===== src/rtl/cp0_unit.sv =====
// Coprocessor-0 for the pipelined MIPS core: SR/Cause/EPC/PRId storage,
// exception/interrupt request generation and eret handling in the M stage.
module cp0_unit #(
  parameter logic [31:0] PRID         = 32'h0000_2004,
  parameter logic [31:0] HANDLER_ADDR = 32'h0000_4180
) (
  input  logic        clk,
  input  logic        reset,
  input  logic        en,
  input  logic [4:0]  cp0_addr,
  input  logic [31:0] cp0_in,
  input  logic [31:0] vpc,
  input  logic        bd_in,
  input  logic [4:0]  exc_in,
  input  logic        eret_in,
  input  logic [5:0]  hw_int,
  output logic [31:0] cp0_out,
  output logic [31:0] epc_out,
  output logic [31:0] handler_pc,
  output logic        req
);

  localparam logic [4:0] ADDR_SR    = 5'd12;
  localparam logic [4:0] ADDR_CAUSE = 5'd13;
  localparam logic [4:0] ADDR_EPC   = 5'd14;
  localparam logic [4:0] ADDR_PRID  = 5'd15;

  logic [5:0]  im;
  logic        exl;
  logic        ie;
  logic        bd;
  logic [5:0]  ip;
  logic [4:0]  exc_code;
  logic [31:0] epc;

  logic        int_req;
  logic        exc_req;
  logic [31:0] vpc_aligned;
  logic [31:0] epc_next;

  // Interrupts win over exceptions; EXL blocks both so nesting never happens.
  always_comb begin
    int_req     = (|(hw_int & im)) & ie & ~exl;
    exc_req     = (exc_in != 5'd0) & ~exl;
    req         = ~reset & (int_req | exc_req);
    vpc_aligned = vpc & ~32'd3;
    epc_next    = bd_in ? (vpc_aligned - 32'd4) : vpc_aligned;
  end

  always_ff @(posedge clk) begin
    if (reset) begin
      im       <= '0;
      exl      <= 1'b0;
      ie       <= 1'b0;
      bd       <= 1'b0;
      ip       <= '0;
      exc_code <= '0;
      epc      <= '0;
    end else begin
      ip <= hw_int;
      if (req) begin
        exl      <= 1'b1;
        bd       <= bd_in;
        exc_code <= int_req ? 5'd0 : exc_in;
        epc      <= epc_next;
      end else begin
        if (eret_in) exl <= 1'b0;
        // A write to SR lands after eret so mtc0 data wins if both ever appear.
        if (en) begin
          case (cp0_addr)
            ADDR_SR: begin
              im  <= cp0_in[15:10];
              exl <= cp0_in[1];
              ie  <= cp0_in[0];
            end
            ADDR_EPC: epc <= cp0_in;
            default: ;
          endcase
        end
      end
    end
  end

  always_comb begin
    cp0_out = '0;
    case (cp0_addr)
      ADDR_SR:    cp0_out = {16'b0, im, 8'b0, exl, ie};
      ADDR_CAUSE: cp0_out = {bd, 15'b0, ip, 3'b0, exc_code, 2'b0};
      ADDR_EPC:   cp0_out = epc;
      ADDR_PRID:  cp0_out = PRID;
      default:    cp0_out = '0;
    endcase
  end

  // Forward an mtc0 EPC still in M so a back-to-back eret sees the new target.
  assign epc_out    = (en && cp0_addr == ADDR_EPC) ? cp0_in : epc;
  assign handler_pc = HANDLER_ADDR;

endmodule


===== config.mk =====
export PLATFORM = sky130hd
export DESIGN_NAME = cp0_unit
export DESIGN_NICKNAME = d
export VERILOG_FILES = /design/src/rtl/cp0_unit.sv
export SDC_FILE = /design/constraint.sdc
export NUM_CORES = 1
export LEC_CHECK = 0
export BUFFER_PORTS_ARGS = -buffer_cell sky130_fd_sc_hd__buf_2
export CAP_MARGIN = 5
export CORE_MARGIN = 2
export CORE_UTILIZATION = 46
export DETAILED_ROUTE_END_ITERATION = 12
export GPL_TIMING_DRIVEN = 0
export PLACE_DENSITY_LB_ADDON = 0.05
export SKIP_LAST_GASP = 1
export SYNTH_ARGS = -nofsm -noshare
export SYNTH_HDL_FRONTEND = slang
export SYNTH_SLANG_ARGS = --single-unit

===== constraint.sdc =====
create_clock -name clk -period 2.75 [get_ports clk]
set_clock_uncertainty 0.1 [all_clocks]
set_input_delay 0.4125 -clock clk [delete_from_list [all_inputs] [get_ports clk]]
set_output_delay 0.4125 -clock clk [all_outputs]
set_load 0.005 [all_outputs]

==> results.tsv <==
metric	value	unit
worst reg2reg path depth	6	
total number of vias	3524	
Routed Wire Length	10.4	mm
clock-pin slew on the worst setup and hold paths	0.10	ns
Fill cells	682	
sequential area share after synthesis	30.4	%
GP Congestion	0.878	
area of the multi-input gates	2140	µm²
Min-Delay Path Depth	2	
area grow syn2layout	32.8	%
Tightest Pin Transition	0.873	ns
Rows	31	
fmax	0.377	GHz
gr usage total	24.2	%
chip height	90.3	µm
status	completed	
top-level I/O count	182	
#FFs+latches synth	52	
Yosys warnings	0	
Reg2Reg Launch Point	exl	
NumNets Final	679	
Leak	0.00213	µW
CP endpoint kind	output pin	
Clock Tree Buf Depth	2	
syn_area_per_cell	8.39	µm²
worst skew pair latency	0.30	ns
vias in the first global route	3242	
R2R Path End	epc[22]	
TritonCTS Buffers	5	
Yosys top cell by area	dfxtp_1	
Core ar.	7210	µm²
top cells by area, synth	dfxtp_1 (30%), mux2_2 (11%), buf_4 (7.0%)	
Root Buffer	clkbuf_8	
first-pass GRT wire length	16.1	mm
Crit Path Max Fanout	10	
Final HPWL DP	8.26	mm
H-tree lvl count	2	
Placement Cell Area	4390	µm²
flop2flop setup slack	0.33	ns
drt pass-1 iters	4	
worst hold path type	input port to flip-flop	
Post-DRT Antenna Nets	0	
Hold Path End	ip[4]	
share of cells above drive strength 1	40.3	%
Die Wd	90.3	µm
Mapped Cells	408	
residual DRC count	0	
Port Buffers	146	
Design Area, Final	4550	µm²
commonest cells in the netlist	dfxtp_1 (52), nor2_1 (46), buf_4 (32), mux2_2 (32), a21oi_1 (22)	
pin count of the biggest net entering global routing	16	
Hold Worst Slack	0.235	ns
RSZ-0062 raised after global routing	no	
final worst slack	0.0974	ns
hold path start	hw_int[4]	
# diodes	0	
ys flop type	dfxtp_1	
crit share post-route	96.5	%
post-synthesis cell type count	46	
Slew Limit Fails	0	
post-synth top area share	30.4	%
final number of hold-violating endpoints	0	
Startpoint Class	input port	
Max VDD drop	0.000271	V
post-place setup slack	-0.0864	ns
crit path time final	2.65	ns
vias per cell	5.09	
PwrDens	415	nW/µm²
CTS tree	yes	
die area	8150	µm²
Critical Path RT	2.24	ns
most common cell in the synthesized netlist	dfxtp_1	
grt ovf	0	
initial antenna violation count	0	
setup violators final	0	
hold buffer count at CTS	0	
Reg area	1040	µm²
DR iter-0 viols	153	
Mapped Area	3420	µm²
EDFF count, synth	0	
Starting Density	47.5	%
Clock Sink Count	52	
Rel. slew slack	41.8	%
Arr. time, crit path	2.14	ns
routed len/inst	15.1	µm
kind of critical path	input port to output pin	
Post-synth ARST share	0	%
Max-Cap Viols	0	
## per-stage QoR
step                      power [µW]  util [%]  instances  TNS, ns
after floorplan                 1090         -        438        0
after global placement          1270      60.9        683    -1.39
after detailed placement        1280      60.9        683    -2.06
after CTS                       1880      63.0        692        0
after global routing            1970      63.0        692        0
final                           1880      63.0        692        0
## layer usage
metal / up-vias / GRT usage (%) / wire (µm) / share of wire (%)
li1: 1749 / - / - / -
met1: 1605 / 31.8 / 4640 / 44
met4: 0 / 5.77 / 161 / 1.5
met2: 158 / 41.0 / 4840 / 46
met5: - / 0 / 0 / 0
met3: 12 / 4.92 / 788 / 7.6
## cell usage in the layout (no fill, tap or decap), types with 2 or more instances in the layout
cell	Yosys	routed
a211oi_1	10	10
a21oi_1	22	22
a22oi_1	8	8
a311oi_1	3	3
a31oi_1	4	4
and2_1	18	18
and3_1	2	2
buf_1	2	2
buf_2	5	151
buf_4	32	34
bufinv_16	0	2
clkbuf_1	15	15
clkbuf_8	0	5
conb_1	2	32
dfxtp_1	52	52
inv_1	6	6
mux2_2	32	32
mux2i_1	19	19
nand2_1	12	12
nand4_1	2	2
nor2_1	46	46
nor2b_1	11	9
nor2b_2	0	2
nor3_1	14	14
nor4_1	6	6
o211a_1	2	2
o21ai_0	21	21
o41ai_1	2	2
or2_2	4	4
or3_1	7	7
or3_4	2	2
or4_1	8	8
or4_4	2	2
xnor2_1	19	19
xor2_1	4	4
## flip-flops by register name, summed over array words and instances, names as in the netlist
name,flops
epc,32
im,6
ip,6
exc_code,5
bd,1
exl,1
ie,1
## critical path, cell delays in order
cell,delay (ns)
buf_2,0.13
nor2b_2,0.34
nor3b_4,0.36
buf_2,0.35
mux2_2,0.41
buf_2,0.13
## area by class of cell
| type | instances | share of cell area (%) |
|---|---|---|
| well taps | 99 | 2.73 |
| repair buffers | 148 | 16.4 |
| inverters | 6 | 0.495 |
| plain buffers | 55 | 7.49 |
| flip-flops and latches | 52 | 22.9 |
| clock buffers | 5 | 1.51 |
| multi-input cells | 325 | 47.2 |
| clock inverters | 2 | 1.32 |
## timing repair
item	in CTS	in global routing
endpoints found under the setup margin	40	0
buffers inserted	2	0
resized for setup	3	0
## worst max path at each step
| stage | from | endpoint | slack (ns) | cells after the start |
|---|---|---|---|---|
| floorplan | vpc[16] | epc[30] | 0.41 | 5 |
| global placement | cp0_addr[1] | epc_out[5] | -0.07 | 6 |
| detailed placement | cp0_addr[1] | cp0_out[21] | -0.09 | 6 |
| CTS | cp0_addr[1] | epc_out[5] | 0.12 | 6 |
| global route | cp0_addr[1] | epc_out[5] | 0.004 | 6 |
| finish | cp0_addr[1] | epc_out[4] | 0.1 | 6 |
## report_power, final
| group | internal [µW] | total (µW) | leakage [µW] | switching, µW |
|---|---|---|---|---|
| registers | 807 | 833 | 0.000431 | 26.0 |
| clock network | 358 | 616 | 0.0000642 | 257 |
| logic | 211 | 435 | 0.00163 | 224 |
## cell families (layout without fill, tap and decap cells)
kind of cell / count (synthesis) / after routing / share of synthesized area, %
muxes: 51 / 51 / 16.1
adders and majority gates: 1 / 1 / 0.365
DFF: 52 / 52 / 30.4
buffers and inverters: 61 / 216 / 10.6
other: 2 / 32 / 0.219
xor gates and xnor gates: 23 / 23 / 5.88
and+or+nand+nor: 144 / 144 / 23.2
AOI/OAI and AO/OA: 74 / 74 / 13.3
Note: power is estimated with default switching activity, not from simulation.
